## src/rtl/pipe_ctrl_hazard.sv

```systemverilog
// pipe_ctrl_hazard
//   Back end of the ID-stage control decode. Carries the decoded control bundle through
//   ID/EX, EX/MEM and MEM/WB. Detects load-use, branch-operand and (optionally) plain RAW
//   hazards. Drives the stall/noop request and the IF/ID flush. Produces the EX-stage
//   forwarding selects and keeps a saturating count of stall cycles.
//
//   Bundle layout (id_ctrl_i / ex_ctrl_o):
//     [7:6] ALUOp, [5] ALUSrc, [4] branch, [3] MemRead, [2] MemWrite, [1] RegWrite, [0] MemtoReg
//
// Ports
//   clk_i          clock, rising edge
//   rst_n_i        asynchronous active-low reset
//   id_ctrl_i      decoded control bundle in ID
//   id_rs1_i       ID source register 1
//   id_rs2_i       ID source register 2
//   id_rd_i        ID destination register
//   branch_taken_i ID comparator result
//   noop_o         decoder noop request (same as stall_o)
//   stall_o        hold PC and IF/ID this cycle
//   flush_o        clear IF/ID at the next edge
//   ex_ctrl_o      ID/EX bundle
//   ex_rd_o        ID/EX destination register
//   mem_ctrl_o     EX/MEM {MemRead, MemWrite, RegWrite, MemtoReg}
//   mem_rd_o       EX/MEM destination register
//   wb_ctrl_o      MEM/WB {RegWrite, MemtoReg}
//   wb_rd_o        MEM/WB destination register
//   fwd_a_o        EX operand A select: 00 regfile, 10 EX/MEM, 01 MEM/WB
//   fwd_b_o        EX operand B select, same encoding
//   stall_cnt_o    stall cycles since reset, saturating
module pipe_ctrl_hazard #(
  parameter int unsigned RA_W   = 5,
  parameter int unsigned FWD_EN = 1,
  parameter int unsigned CNT_W  = 16
) (
  input  logic             clk_i,
  input  logic             rst_n_i,
  input  logic [7:0]       id_ctrl_i,
  input  logic [RA_W-1:0]  id_rs1_i,
  input  logic [RA_W-1:0]  id_rs2_i,
  input  logic [RA_W-1:0]  id_rd_i,
  input  logic             branch_taken_i,
  output logic             noop_o,
  output logic             stall_o,
  output logic             flush_o,
  output logic [7:0]       ex_ctrl_o,
  output logic [RA_W-1:0]  ex_rd_o,
  output logic [3:0]       mem_ctrl_o,
  output logic [RA_W-1:0]  mem_rd_o,
  output logic [1:0]       wb_ctrl_o,
  output logic [RA_W-1:0]  wb_rd_o,
  output logic [1:0]       fwd_a_o,
  output logic [1:0]       fwd_b_o,
  output logic [CNT_W-1:0] stall_cnt_o
);

  // Stage registers
  logic [7:0]       ex_ctrl_q, ex_ctrl_d;
  logic [RA_W-1:0]  ex_rd_q, ex_rd_d;
  logic [RA_W-1:0]  ex_rs1_q, ex_rs1_d;
  logic [RA_W-1:0]  ex_rs2_q, ex_rs2_d;
  logic [3:0]       mem_ctrl_q;
  logic [RA_W-1:0]  mem_rd_q;
  logic [1:0]       wb_ctrl_q;
  logic [RA_W-1:0]  wb_rd_q;
  logic [CNT_W-1:0] cnt_q, cnt_d;

  logic ex_match, mem_match;
  logic load_use, branch_haz, nofwd_haz;
  logic stall;

  // rd=0 is the hardwired zero register and never creates a dependency.
  function automatic logic rd_match(input logic [RA_W-1:0] rd,
                                    input logic [RA_W-1:0] rs1,
                                    input logic [RA_W-1:0] rs2);
    return (rd != '0) && ((rd == rs1) || (rd == rs2));
  endfunction

  always_comb begin
    ex_match   = rd_match(ex_rd_q, id_rs1_i, id_rs2_i);
    mem_match  = rd_match(mem_rd_q, id_rs1_i, id_rs2_i);
    load_use   = ex_ctrl_q[3] & ex_match;
    // Branches resolve in ID, so EX results and MEM loads cannot be forwarded in time.
    branch_haz = id_ctrl_i[4] & ((ex_ctrl_q[1] & ex_match) | (mem_ctrl_q[3] & mem_match));
    nofwd_haz  = 1'b0;
    if (FWD_EN == 0) begin
      // WB-stage writes are covered by the write-first register file.
      nofwd_haz = (ex_ctrl_q[1] & ex_match) | (mem_ctrl_q[1] & mem_match);
    end
    stall = load_use | branch_haz | nofwd_haz;
  end

  // ID/EX next state: a stall injects an all-zero bubble.
  always_comb begin
    ex_ctrl_d = id_ctrl_i;
    ex_rd_d   = id_rd_i;
    ex_rs1_d  = id_rs1_i;
    ex_rs2_d  = id_rs2_i;
    if (stall) begin
      ex_ctrl_d = '0;
      ex_rd_d   = '0;
      ex_rs1_d  = '0;
      ex_rs2_d  = '0;
    end
  end

  always_comb begin
    cnt_d = cnt_q;
    if (stall && (cnt_q != {CNT_W{1'b1}})) begin
      cnt_d = cnt_q + CNT_W'(1);
    end
  end

  always_ff @(posedge clk_i or negedge rst_n_i) begin
    if (!rst_n_i) begin
      ex_ctrl_q  <= '0;
      ex_rd_q    <= '0;
      ex_rs1_q   <= '0;
      ex_rs2_q   <= '0;
      mem_ctrl_q <= '0;
      mem_rd_q   <= '0;
      wb_ctrl_q  <= '0;
      wb_rd_q    <= '0;
      cnt_q      <= '0;
    end else begin
      ex_ctrl_q  <= ex_ctrl_d;
      ex_rd_q    <= ex_rd_d;
      ex_rs1_q   <= ex_rs1_d;
      ex_rs2_q   <= ex_rs2_d;
      mem_ctrl_q <= ex_ctrl_q[3:0];
      mem_rd_q   <= ex_rd_q;
      wb_ctrl_q  <= mem_ctrl_q[1:0];
      wb_rd_q    <= mem_rd_q;
      cnt_q      <= cnt_d;
    end
  end

  // Forwarding selects; EX/MEM takes priority as the younger result.
  if (FWD_EN != 0) begin : g_fwd
    always_comb begin
      fwd_a_o = 2'b00;
      fwd_b_o = 2'b00;
      if (mem_ctrl_q[1] && (mem_rd_q != '0) && (mem_rd_q == ex_rs1_q)) begin
        fwd_a_o = 2'b10;
      end else if (wb_ctrl_q[1] && (wb_rd_q != '0) && (wb_rd_q == ex_rs1_q)) begin
        fwd_a_o = 2'b01;
      end
      if (mem_ctrl_q[1] && (mem_rd_q != '0) && (mem_rd_q == ex_rs2_q)) begin
        fwd_b_o = 2'b10;
      end else if (wb_ctrl_q[1] && (wb_rd_q != '0) && (wb_rd_q == ex_rs2_q)) begin
        fwd_b_o = 2'b01;
      end
    end
  end else begin : g_nofwd
    assign fwd_a_o = 2'b00;
    assign fwd_b_o = 2'b00;
  end

  assign stall_o     = stall;
  assign noop_o      = stall;
  assign flush_o     = id_ctrl_i[4] & branch_taken_i & ~stall;
  assign ex_ctrl_o   = ex_ctrl_q;
  assign ex_rd_o     = ex_rd_q;
  assign mem_ctrl_o  = mem_ctrl_q;
  assign mem_rd_o    = mem_rd_q;
  assign wb_ctrl_o   = wb_ctrl_q;
  assign wb_rd_o     = wb_rd_q;
  assign stall_cnt_o = cnt_q;

endmodule
```

## config.mk

```make
export PLATFORM = sky130hd
export DESIGN_NAME = pipe_ctrl_hazard
export DESIGN_NICKNAME = d
export VERILOG_FILES = /design/src/rtl/pipe_ctrl_hazard.sv
export SDC_FILE = /design/constraint.sdc
export NUM_CORES = 1
export LEC_CHECK = 0
export CORE_ASPECT_RATIO = 1.4
export CORE_MARGIN = 3
export CORE_UTILIZATION = 46
export CTS_CLUSTER_DIAMETER = 120
export DETAILED_ROUTE_END_ITERATION = 12
export PLACE_DENSITY = 0.79
export SLEW_MARGIN = 20
export SYNTH_ARGS = -nofsm -noshare
export SYNTH_HDL_FRONTEND = slang
export SYNTH_SLANG_ARGS = --single-unit
```

## constraint.sdc

```tcl
create_clock -name clk_i -period 6.13 [get_ports clk_i]
set_clock_uncertainty 0.05 [all_clocks]
set_input_delay 1.226 -clock clk_i [delete_from_list [all_inputs] [get_ports clk_i]]
set_output_delay 1.226 -clock clk_i [all_outputs]
set_load 0.02 [all_outputs]
```

# Word level (Yosys, flattened, before mapping)

Index checks and enable logic that the tools add are counted.

Flip-flop bits (word level): 55
Latch bits: 0
RAM bits: 0
ROM bits: 0
Word-level logic and storage cells: 50
Memories: 0

$add $sub $neg: 1
Multipliers: 0
Div/mod/pow operators: 0
$lt $le $gt $ge: 0
Equality and inequality tests: 9
Shift operators: 0
Mux-type cells: 8
Bitwise logic cells: 9
Reductions and logical operators: 14

Operator list:

| cell                                          | count |
|---|---|
| == test 5 bit                                 | 8 |
| adder 16 x 1 -> 16 bit, second input constant | 1 |
| inequality test 16 bit, second input constant | 1 |
| 2-to-1 mux 5 bit                              | 3 |
| nonzero test 5 bit                            | 3 |
| logical AND 1 bit                             | 9 |
| 2-to-1 mux 8 bit                              | 1 |
| AND 1 bit                                     | 6 |
| 2-to-1 mux 2 bit                              | 2 |
| logical OR 1 bit                              | 2 |
| 2-to-1 mux 1 bit                              | 2 |
| OR 1 bit                                      | 2 |
| inverter 1 bit                                | 1 |

# Longest topological paths before layout

Depth in word-level cells: 9
Gate-level depth with buffers: 9
Mapped depth without buffers: 7

# Least setup slack after synthesis

Ideal clock, no wire load.

Path kind: input to output
From: in id_rs1_i[4]
To: out stall_o
Data arrival time: 2.343 ns
Path slack: 2.511 ns
Cell stages on the path: 8
Buffers on the path: 3
Path through: xnor2_1 > nand3_1 > o22ai_1 > a22oi_2 > buf_6 > buf_2 > inv_1 > buf_4

Cells in the longest elaborated chain, start to end: 7
Elaborated cells on any way between the ends: 12
Classes of those cells: 2 x eq/ne; 6 x bitwise; 4 x reduce/logical

RTL lines:

| element            | RTL line | RTL |
|---|---|---|
| start: declaration | 38       | `input logic [RA_W-1:0] id_rs1_i,` |
| == test 5 bit      | 75       | `return (rd != '0) && ((rd == rs1) \|\| (rd == rs2));` |
| logical OR 1 bit   | 75       |  |
| logical AND 1 bit  | 75       |  |
| AND 1 bit          | 83       | `branch_haz = id_ctrl_i[4] & ((ex_ctrl_q[1] & ex_match) \| (mem_ctrl_q[3] & mem_match));` |
| OR 1 bit           | 83       |  |
| AND 1 bit          | 83       |  |
| OR 1 bit *         | 89       | `stall = load_use \| branch_haz \| nofwd_haz;` |
| end: declaration   | 43       | `output logic stall_o,` |

Mark *: on every way between the ends. The rest lies on a longest branch, timed or not.

# Worst setup path in the final report

From: in id_rs2_i[3]
To: out flush_o

Cells in the longest elaborated chain, start to end: 9
Elaborated cells on any way between the ends: 14
Classes of those cells: 2 x eq/ne; 8 x bitwise; 4 x reduce/logical

RTL lines:

| element            | RTL line | RTL |
|---|---|---|
| start: declaration | 39       | `input logic [RA_W-1:0] id_rs2_i,` |
| == test 5 bit      | 75       |  |
| logical OR 1 bit   | 75       |  |
| logical AND 1 bit  | 75       |  |
| AND 1 bit          | 83       |  |
| OR 1 bit           | 83       |  |
| AND 1 bit          | 83       |  |
| OR 1 bit *         | 89       |  |
| inverter 1 bit *   | 160      | `assign flush_o = id_ctrl_i[4] & branch_taken_i & ~stall;` |
| AND 1 bit *        | 160      |  |
| end: declaration   | 44       | `output logic flush_o,` |

Marked as above.

==> flow_metrics.py <==
metrics = {
    "global_route": {
        "grt_pass1_vias": 1854,
        "antenna_found_initial": 0,
        "grt_pass1_wl_mm": 8.62,
        "grt.overflow.total": 0,
        "grt_use_total_pct": 18.1,
        "grt_start_max_net_pins": 56,
    },
    "worst_setup_path": {
        "cp_num_buf_inv": 2,
        "path_max_fanout": 10,
        "startpoint_type": "input port",
        "cp.arrival_ns": 3.20,
        "cp.required_ns": 4.85,
        "rr_worst_depth": 7,
        "end_kind": "primary output",
        "path_delay_family": "buffers and inverters",
        "cpMostUsedCell": "clkdlybuf4s50_1",
        "cpPeakStageDelay_ns": 0.60,
        "path_cells": "clkdlybuf4s50_1 -> xnor2_1 -> nand3_1 -> o22ai_1 -> a22oi_2 -> and3_1 -> clkdlybuf4s50_1",
        "reg2reg_slack_ns": 3.66,
        "crit_path_top_delay_cell": "clkdlybuf4s50_1",
        "reg2reg_to": "stall_cnt_o[1]$_DFFE_PN0P_",
        "rr_startpoint": "stall_cnt_o[0]$_DFFE_PN0P_",
        "crit_type": "input port to primary output",
    },
    "pwr": {
        "swShare_pct": 29.1,
        "power_per_cell_area_nw_per_um2": 244,
        "p_seq_share_pct": 52.7,
        "clkPwrFrac_pct": 22.7,
        "combinationalPowerShare_pct": 24.6,
        "ir_drop_mv": 0.187,
        "p_leak_nw": 1.41,
        "switchingPower_mw": 0.240,
        "intPower_mw": 0.583,
    },
    "timing": {
        "layout_setup_ws_ns": 1.65,
        "period_share_pct": 73.1,
        "finalMaxSlewViolations": 0,
        "fin_setup_tns_ns": 0,
        "max_slew.worst_pin.slew_ns": 0.857,
        "timing.slew.headroom_pct": 42.6,
        "hold_violations": 0,
        "rsz0062_at_grt": "false",
        "setup_viol": 0,
        "min_period_ns": 4.48,
        "clock.fmax_mhz": 223,
    },
    "logic_synthesis": {
        "async_flop_share_pct": 100,
        "synth_common_cells": "dfrtp_1, xnor2_1, xor2_1",
        "synthTopCellsByArea": "dfrtp_1, xnor2_1, xor2_1, and2_1, nand3_1",
        "synth_area_sq_um": 2500,
        "syn_area_per_cell_sq_um": 11.7,
        "ys_seq_area_share_pct": 55.1,
        "synth.largest_area_cell": "dfrtp_1",
        "syn_nets": 241,
        "synthFlopType": "dfrtp_1",
        "synth-edff-count": 0,
        "ys_warn_count": 0,
        "syn_inst": 214,
        "yosysMostFrequentCell": "dfrtp_1",
        "ys_seq_elements": 55,
        "yosysUniqueCellTypes": 31,
        "synth.top_cell.area_share_pct": 55.1,
    },
    "route": {
        "drc": 0,
        "drt_iter0_markers": 42,
        "vias": 1773,
        "firstDrtPassIters": 4,
        "ant_nets": 0,
        "vias_per_cell": 4.98,
        "drt_wl_total_mm": 5.17,
        "avgRoutedWirePerCell_um": 14.5,
    },
    "clocking": {
        "clk_path_buf_depth": 2,
        "cts_setup_buffers": 0,
        "ctsHoldBuffers": 0,
        "htreeDepth": 2,
        "cts_tree": "built",
        "root_buffer": "clkbuf_8",
        "cts_sinks": 55,
        "clk-insertion-delay-late_ns": 0.30,
        "clk_pin_slew_ns": 0.08,
        "cts_resized": 0,
        "numCtsBuffers": 5,
    },
    "final_layout": {
        "regArea_sq_um": 1380,
        "fill_cells": 433,
        "layout.nets": 316,
        "multi_input_area_sq_um": 1030,
        "drive_gt1_share_pct": 5.52,
        "areaGrowthSynthToFinish_pct": 34.6,
        "antenna_cells": 0,
    },
    "flow_run": {
        "maxCapViolations": 0,
    },
    "worst_hold_path": {
        "hold_end": "mem_ctrl_o[2]$_DFF_PN0_",
        "whs_path_depth": 0,
        "hp-class": "flop to flop",
        "hp-start": "ex_ctrl_o[2]$_DFF_PN0_",
    },
    "floorplan": {
        "fp.dieW_um": 68.3,
        "coreArea_sq_um": 5200,
        "start_util_pct": 48.1,
        "die-area_sq_um": 6370,
        "pin_count": 78,
        "row_count": 31,
        "fp.dieH_um": 93.2,
    },
    "place": {
        "io_buffer_count": 77,
        "place_ws_ns": 1.62,
        "dp_hpwl_mm": 3.94,
        "finalWeightedCongestion": 0.794,
    },
    "run_status": {
        "status": "finished clean",
    },
}
metal layers:
layer	track usage, %	wire (um)	vias up
met3	4.93	273	7
met1	20.0	1940	862
met2	32.2	2880	48
met5	0	0	-
met4	6.47	79	0
li1	-	-	856
registers in the layout, summed over array words and instances (netlist names):
name and cells:
mem_rd_o 5, ex_rs1_q 5, mem_ctrl_o 4, ex_rd_o 5, wb_rd_o 5, stall_cnt_o 16
ex_rs2_q 5, wb_ctrl_o 2, ex_ctrl_o 8
cell type report:
cell class | instances | share of cell area, %
multi-input cells | 145 | 30.7
inverters | 3 | 0.335
repair buffers | 79 | 23.2
well taps | 66 | 2.45
clock inverters | 1 | 0.149
flip-flops and latches | 55 | 40.9
clock buffers | 7 | 2.27
kinds of logic (layout without fill, tap and decap cells):
group	count (synthesis)	after routing	synth area share, %
and+or+nand+nor	82	82	18.9
xor gates and xnor gates	54	54	19.2
adders and majority gates	1	1	0.500
buffers and inverters	14	90	3.60
AOI/OAI and AO/OA	6	6	1.85
DFF	55	55	55.1
muxes	2	2	0.901
per-stage QoR:
stage / hold WS, ns / std cells / power, mW / util [%] / cell area [sq um]
after floorplan: 0.444 / 214 / 0.545 / - / 2500
after global placement: 0.306 / 348 / 0.641 / 63.2 / 3280
after detailed placement: 0.314 / 348 / 0.646 / 63.2 / 3280
after CTS: 0.335 / 356 / 0.835 / 64.8 / 3370
after global routing: 0.341 / 356 / 0.866 / 64.8 / 3370
final: 0.333 / 356 / 0.823 / 64.8 / 3370
placed cells by master (no fill, tap or decap), drive strengths merged, types with 2 or more instances in the layout:
cell type / synthesis / final
clkdlybuf4s50: 0 / 76
dfrtp: 55 / 55
or4: 3 / 3
mux2: 2 / 2
xor2: 25 / 25
and3: 3 / 3
o22ai: 2 / 2
nor4: 8 / 8
buf: 10 / 3
a21oi: 2 / 2
nor2: 5 / 5
nor3b: 2 / 2
nand2: 12 / 12
clkbuf: 1 / 7
nor3: 10 / 10
xnor2: 29 / 29
inv: 3 / 3
nand3: 13 / 13
and2: 23 / 23
power groups by stage:
| stage | sequential [mW] | combinational [mW] | clock, mW |
|---|---|---|---|
| after floorplan | 0.464 | 0.0808 | 0 |
| after global placement | 0.440 | 0.201 | 0 |
| after detailed placement | 0.441 | 0.205 | 0 |
| after CTS | 0.434 | 0.206 | 0.195 |
| after global routing | 0.440 | 0.220 | 0.206 |
| final | 0.433 | 0.202 | 0.187 |
worst max-delay path by stage:
stage                start  endpoint  slack, ns  depth (start not counted)
6_report       id_rs2_i[3]   flush_o       1.65                          7
5_1_grt        id_rs2_i[3]   flush_o       1.48                          7
4_1_cts        id_rs2_i[3]   flush_o       1.62                          7
3_5_place_dp   id_rs2_i[3]   flush_o       1.62                          7
3_3_place_gp   id_rs2_i[3]   flush_o       1.64                          7
2_1_floorplan  id_rs1_i[4]   stall_o       2.51                          8
worst reg2reg max path, delay by kind of cell, from the launching register on:
family	cells	cell delay, ns
simple gates	5	1.35
fa+ha+maj	1	0.19
mux	1	0.35
flops	1	0.41
(Power assumes the default switching activity.)
